`src/rtl/rv32m_muldiv.sv`:
```
// rv32m_muldiv: iterative RV32M multiply/divide unit, one bit per cycle.
//
// Ports:
//   clk, rst         rising-edge clock, synchronous active-high reset
//   flush            abort in-flight work and drop any pending response
//   req_*            request port: valid/ready, funct3, rs1 (a), rs2 (b), tag
//   resp_*           response port: valid/ready, data, tag
//   busy             high while in BUSY or DONE
//   dbg_state        raw FSM state (IDLE=0, BUSY=1, DONE=2) for observation
//
// Handshakes: a transfer happens on a rising edge where valid and ready are
// both high. The producer holds valid and its payload stable until that edge,
// and ready never depends combinationally on valid.
//
// Datapath: hi_q/lo_q form a 2*WIDTH shift register shared by both classes.
//   multiply: lo_q starts as |a| (multiplier), dsor_q holds |b|; each cycle
//             adds dsor_q into hi_q when lo_q[0] is set, then shifts right.
//   divide:   lo_q starts as |a| (dividend), dsor_q holds |b|; each cycle
//             shifts the dividend MSB into the partial remainder and shifts
//             the quotient bit into lo_q[0] (restoring division).
// Signs are applied once, on the final iteration.
module rv32m_muldiv #(
  parameter int WIDTH = 32,
  parameter int TAG_W = 5
) (
  input  logic             clk,
  input  logic             rst,
  input  logic             flush,
  input  logic             req_valid,
  output logic             req_ready,
  input  logic [2:0]       req_funct3,
  input  logic [WIDTH-1:0] req_a,
  input  logic [WIDTH-1:0] req_b,
  input  logic [TAG_W-1:0] req_tag,
  output logic             resp_valid,
  input  logic             resp_ready,
  output logic [WIDTH-1:0] resp_data,
  output logic [TAG_W-1:0] resp_tag,
  output logic             busy,
  output logic [1:0]       dbg_state
);

  localparam int CW = $clog2(WIDTH);
  localparam logic [WIDTH-1:0] MIN_VAL = {1'b1, {(WIDTH-1){1'b0}}};

  typedef enum logic [1:0] {IDLE = 2'd0, BUSY = 2'd1, DONE = 2'd2} state_e;

  state_e           state_q, state_d;
  logic [CW-1:0]    cnt_q, cnt_d;
  logic [2:0]       f3_q, f3_d;
  logic [TAG_W-1:0] tag_q, tag_d;
  logic             sa_q, sa_d, sb_q, sb_d;
  logic [WIDTH-1:0] hi_q, hi_d, lo_q, lo_d, dsor_q, dsor_d;
  logic             resp_valid_q, resp_valid_d;
  logic [WIDTH-1:0] resp_data_q, resp_data_d;
  logic [TAG_W-1:0] resp_tag_q, resp_tag_d;

  // Request decode
  logic             accept, a_signed, b_signed, a_neg_in, b_neg_in;
  logic             b_zero, ovf, special_in;
  logic [WIDTH-1:0] mag_a, mag_b, special_res;

  // Iteration and result
  logic [WIDTH:0]     sum, shifted, diff;
  logic               ge;
  logic [WIDTH-1:0]   mul_hi, mul_lo, div_hi, div_lo;
  logic [2*WIDTH-1:0] prod, prod_s;
  logic [WIDTH-1:0]   quo_s, rem_s, final_res;

  assign req_ready  = (state_q == IDLE);
  assign busy       = (state_q != IDLE);
  assign dbg_state  = state_q;
  assign resp_valid = resp_valid_q;
  assign resp_data  = resp_data_q;
  assign resp_tag   = resp_tag_q;

  always_comb begin
    accept   = req_valid && (state_q == IDLE) && !flush;
    a_signed = (req_funct3 == 3'b001) || (req_funct3 == 3'b010) ||
               (req_funct3 == 3'b100) || (req_funct3 == 3'b110);
    b_signed = (req_funct3 == 3'b001) || (req_funct3 == 3'b100) ||
               (req_funct3 == 3'b110);
    a_neg_in = a_signed && req_a[WIDTH-1];
    b_neg_in = b_signed && req_b[WIDTH-1];
    mag_a    = a_neg_in ? -req_a : req_a;
    mag_b    = b_neg_in ? -req_b : req_b;
    b_zero   = (req_b == '0);
    ovf      = !req_funct3[0] && (req_a == MIN_VAL) && (req_b == '1);
    special_in = req_funct3[2] && (b_zero || ovf);
    // funct3[1] distinguishes rem/remu from div/divu
    if (b_zero) special_res = req_funct3[1] ? req_a : '1;
    else        special_res = req_funct3[1] ? '0 : req_a;
  end

  always_comb begin
    sum     = {1'b0, hi_q} + (lo_q[0] ? {1'b0, dsor_q} : '0);
    mul_hi  = sum[WIDTH:1];
    mul_lo  = {sum[0], lo_q[WIDTH-1:1]};
    // The partial remainder is always below the divisor, so the shifted value
    // is below twice the divisor and the difference sign bit decides the bit.
    shifted = {hi_q, lo_q[WIDTH-1]};
    diff    = shifted - {1'b0, dsor_q};
    ge      = !diff[WIDTH];
    div_hi  = ge ? diff[WIDTH-1:0] : shifted[WIDTH-1:0];
    div_lo  = {lo_q[WIDTH-2:0], ge};
    prod    = {mul_hi, mul_lo};
    prod_s  = (sa_q ^ sb_q) ? -prod : prod;
    quo_s   = (sa_q ^ sb_q) ? -div_lo : div_lo;
    rem_s   = sa_q ? -div_hi : div_hi;
    case (f3_q)
      3'b000:                 final_res = prod_s[WIDTH-1:0];
      3'b001, 3'b010, 3'b011: final_res = prod_s[2*WIDTH-1:WIDTH];
      3'b100, 3'b101:         final_res = quo_s;
      default:                final_res = rem_s;
    endcase
  end

  always_comb begin
    state_d      = state_q;
    cnt_d        = cnt_q;
    f3_d         = f3_q;
    tag_d        = tag_q;
    sa_d         = sa_q;
    sb_d         = sb_q;
    hi_d         = hi_q;
    lo_d         = lo_q;
    dsor_d       = dsor_q;
    resp_valid_d = resp_valid_q;
    resp_data_d  = resp_data_q;
    resp_tag_d   = resp_tag_q;
    case (state_q)
      IDLE: begin
        if (accept) begin
          f3_d   = req_funct3;
          tag_d  = req_tag;
          sa_d   = a_neg_in;
          sb_d   = b_neg_in;
          hi_d   = '0;
          lo_d   = mag_a;
          dsor_d = mag_b;
          if (special_in) begin
            state_d      = DONE;
            resp_valid_d = 1'b1;
            resp_data_d  = special_res;
            resp_tag_d   = req_tag;
          end else begin
            state_d = BUSY;
            cnt_d   = CW'(WIDTH - 1);
          end
        end
      end
      BUSY: begin
        hi_d = f3_q[2] ? div_hi : mul_hi;
        lo_d = f3_q[2] ? div_lo : mul_lo;
        if (cnt_q == '0) begin
          state_d      = DONE;
          resp_valid_d = 1'b1;
          resp_data_d  = final_res;
          resp_tag_d   = tag_q;
        end else begin
          cnt_d = cnt_q - CW'(1);
        end
      end
      DONE: begin
        if (resp_ready) begin
          state_d      = IDLE;
          resp_valid_d = 1'b0;
        end
      end
      default: state_d = IDLE;
    endcase
    // flush wins over accept and over a same-cycle response handshake
    if (flush) begin
      state_d      = IDLE;
      resp_valid_d = 1'b0;
    end
  end

  always_ff @(posedge clk) begin
    if (rst) begin
      state_q      <= IDLE;
      cnt_q        <= '0;
      f3_q         <= '0;
      tag_q        <= '0;
      sa_q         <= 1'b0;
      sb_q         <= 1'b0;
      hi_q         <= '0;
      lo_q         <= '0;
      dsor_q       <= '0;
      resp_valid_q <= 1'b0;
      resp_data_q  <= '0;
      resp_tag_q   <= '0;
    end else begin
      state_q      <= state_d;
      cnt_q        <= cnt_d;
      f3_q         <= f3_d;
      tag_q        <= tag_d;
      sa_q         <= sa_d;
      sb_q         <= sb_d;
      hi_q         <= hi_d;
      lo_q         <= lo_d;
      dsor_q       <= dsor_d;
      resp_valid_q <= resp_valid_d;
      resp_data_q  <= resp_data_d;
      resp_tag_q   <= resp_tag_d;
    end
  end

endmodule

```
`config.mk`:
```
export PLATFORM = sky130hd
export DESIGN_NAME = rv32m_muldiv
export DESIGN_NICKNAME = d
export VERILOG_FILES = /design/src/rtl/rv32m_muldiv.sv
export SDC_FILE = /design/constraint.sdc
export NUM_CORES = 1
export LEC_CHECK = 0
export ABC_AREA = 0
export ABC_CLOCK_PERIOD_IN_PS = 5650
export CAP_MARGIN = 20
export CORE_UTILIZATION = 56
export DETAILED_ROUTE_END_ITERATION = 16
export GPL_ROUTABILITY_DRIVEN = 1
export PLACE_DENSITY = 0.79
export SLEW_MARGIN = 40
export SYNTH_ARGS = -nofsm -noshare
export SYNTH_HDL_FRONTEND = slang
export SYNTH_SLANG_ARGS = --single-unit
```
`constraint.sdc`:
```
create_clock -name clk -period 5.65 [get_ports clk]
set_input_delay 1.13 -clock clk [delete_from_list [all_inputs] [get_ports clk]]
set_output_delay 1.13 -clock clk [all_outputs]
set_load 0.03 [all_outputs]
```
==> results.md <==
- Status: finished clean
- Initial Util: 57.2%
- Hold WC Path Type: flop to flop
- DR DRC count: 0
- I/O pins: 119
- CP Capture Type: flop
- RSZ-0062 raised after global routing: no
- Pre-CTS setup slack: 0.272 ns
- Asr flop ratio synth: 0%
- Chip width: 179 um
- Final #Nets: 2616
- CP startpoint: lo_q[31]
- Global route total overflow: 0
- Maximum vdd drop: 0.000218 V
- Detail Placement HPWL: 52900 um
- Crit path buf inv count: 3
- DRT antenna net count: 0
- Drt wl/cell: 24.5 um
- Mean Syn Cell Area: 7.10 um^2
- Post-synth EDFFs: 0
- Synthesized instance count: 2469
- Htree depth: 4
- Die Height: 179 um
- Seq cells post-synth: 151
- Clock-pin slew on the worst setup and hold paths: 0.07 ns
- Post-layout worst setup margin: 0.234 ns
- Antenna violations before repair: 0
- Slew of the pin with the lowest slew margin: 0.882 ns
- CTS tree: built
- Final setup viols: 0
- Layout cells sized above 1: 6.66%
- Hold path startpoint: tag_q[0]
- Sequential-to-total area share from yosys stat: 17.2%
- Clock skew: 0.0138 ns
- Hold-fix buffer count after cts: 0
- Min cycle time layout: 5.42 ns
- Final Hold Viols: 0
- IO Port Bufs: 118
- Vias per cell: 7.06
- Maximum clock rate: 0.185 GHz
- FF-to-FF Start: lo_q[31]
- CTS root buf: clkbuf_16
- Synthesized cell area: 0.0175 mm^2
- WL final: 70400 um
- Routed via count: 20300
- Tcrit/Tclk final: 95.9%
- Cell family with most CP delay: compound AO/OA/AOI/OAI gates
- Full die area: 0.0320 mm^2
- Min Hold Slack: 0.459 ns
- Critical path arrival: 5.78 ns
- Critical path fanouts, max: 7
- Slew HR: 40.7%
- Largest net degree at the start of global routing: 84
- CP Cell Sequence: inv_1, ha_1, inv_1, fa_1, a211oi_4, o211ai_1, a21oi_2, a211oi_2, o21a_2, nor2_4, mux2i_1, ha_1, inv_1, nor2_1, o21a_1, or3b_2, nor3_1, mux2i_2, or3_1, o31a_1, or3_1, a311oi_1
- Slowest CP cell: fa_1
- Core ar.: 0.0307 mm^2
- GPL Wtd Cong: 1.03
- Critical Path Max Stage Delay: 0.46 ns
- Crit path kind: flop to flop
- Fin Setup TNS: 0 ns
- First-pass GRT wire length: 107000 um
- Cts bufs inserted: 17
- Post-synthesis net count: 2620
- Row count: 64
- Most Frequent Cell on Critical Path: inv_1
- Gr usage total: 43.5%
- Final Util: 63.7%
- P_leak: 0.00696 uW
- Synth Flop Type: dfxtp_1
- Max_cap viols: 0
- Req. time, crit path: 6.02 ns
- Bufs on Longest Clock Path: 2
- Max-slew violations: 0
- Pwr/cell area: 185 mW/mm^2
- Number of global-route vias before repair: 18300
- Layout area overhead: 11.4%
- Clock latency on the worst-skew pair: 0.46 ns
- Ys Warns: 0
- Type of origin of the critical path: flop
- CTS Sinks: 151
- Unique masters post-synth: 107
- Drt initial violations: 2762
- Detailed Routing Iterations Pass 1: 6
[where the power goes]
part	internal, uW	switching, uW
clock network	690	572
registers	1110	69.8
logic	421	757
total	2220	1400
[registers in the layout (all words and copies together), names as in the netlist]
name / cells
lo_q: 32
sb_q: 1
hi_q: 32
dbg_state: 2
sa_q: 1
resp_tag: 5
dsor_q: 32
resp_valid: 1
cnt_q: 5
f3_q: 3
tag_q: 5
resp_data: 32
[routing by layer]
metal | share of wire, % | vias to the layer above | GRT usage, %
li1 | - | 9151 | -
met1 | 41 | 9580 | 58.7
met2 | 42 | 1309 | 64.9
met3 | 12 | 265 | 10.3
met4 | 5.1 | 0 | 20.2
met5 | 0 | - | 0
[cell usage in the layout (no fill, tap or decap), types with 32 or more instances in the layout]
| cell | instances |
|---|---|
| buf_4 | 50 |
| nand2_1 | 233 |
| nand4_1 | 32 |
| dfxtp_1 | 150 |
| xnor2_1 | 111 |
| o211ai_1 | 43 |
| or3_1 | 37 |
| nor3_1 | 60 |
| inv_1 | 66 |
| a211oi_1 | 106 |
| a21oi_1 | 224 |
| mux2i_1 | 72 |
| nand3_1 | 70 |
| nor2_1 | 275 |
| o31ai_1 | 34 |
| o21ai_0 | 112 |
| xor2_1 | 78 |
| ha_1 | 72 |
| clkdlybuf4s50_1 | 117 |
[kinds of logic after synthesis]
| family | Yosys count | share of synthesized area, % |
|---|---|---|
| AOI/OAI and AO/OA | 796 | 30.9 |
| adders and majority gates | 101 | 6.90 |
| muxes | 87 | 5.15 |
| and+or+nand+nor | 877 | 24.1 |
| xor gates and xnor gates | 192 | 9.63 |
| buffers and inverters | 265 | 6.03 |
| DFF | 151 | 17.2 |
[cells in the mapped netlist, types with 37 or more instances]
cell      number  area, um^2
a211oi_1     106         796
a21oi_1      225        1130
clkbuf_1     155         582
dfxtp_1      151        3020
ha_1          72         901
inv_1         67         251
mux2i_1       73         731
nand2_1      235         882
nand3_1       70         350
nor2_1       276        1040
nor3_1        60         300
o211ai_1      43         323
o21ai_0      112         561
or3_1         37         231
xnor2_1      112         981
xor2_1        79         692
[stage by stage]
| step | instances | area (um^2) | power, uW |
|---|---|---|---|
| floorplan | 2469 | 17500 | 1950 |
| global placement | 2839 | 18900 | 2300 |
| finish | 2875 | 19600 | 3620 |
| global route | 2874 | 19500 | 3720 |
| detailed placement | 2840 | 18900 | 2320 |
| CTS | 2872 | 19500 | 3550 |
[final cells by class]
class,instances,area [um^2]
well taps,396,495
repair buffers,173,1630
multi-input cells,2053,13500
clock buffers,19,453
fillers,2832,11100
flip-flops and latches,151,3020
clock inverters,13,156
diodes,1,2.50
inverters,69,259
[worst register-to-register path: cells and delay by family (launching register included)]
kind	cells	cell delay [ns]
AO/OA/AOI/OAI	8	1.73
adder cells (fa/ha/maj)	3	0.90
buffers and inverters	3	0.18
flip-flops	1	0.31
multiplexers	2	0.53
AND/OR/NAND/NOR	6	1.71
[timing repair]
item,4_1_cts,5_1_grt
buffers inserted,0,2
gates resized for setup,0,3
endpoints found under the setup margin,0,1
[worst paths after layout]
path	to	slack (ns)	cells past startpoint
max reg2reg	resp_data[26]	0.23	22
min reg2reg	tag_q[0]	0.46	2
max	resp_data[26]	0.23	22
min	tag_q[0]	0.46	2
(Power assumes the default switching activity.)
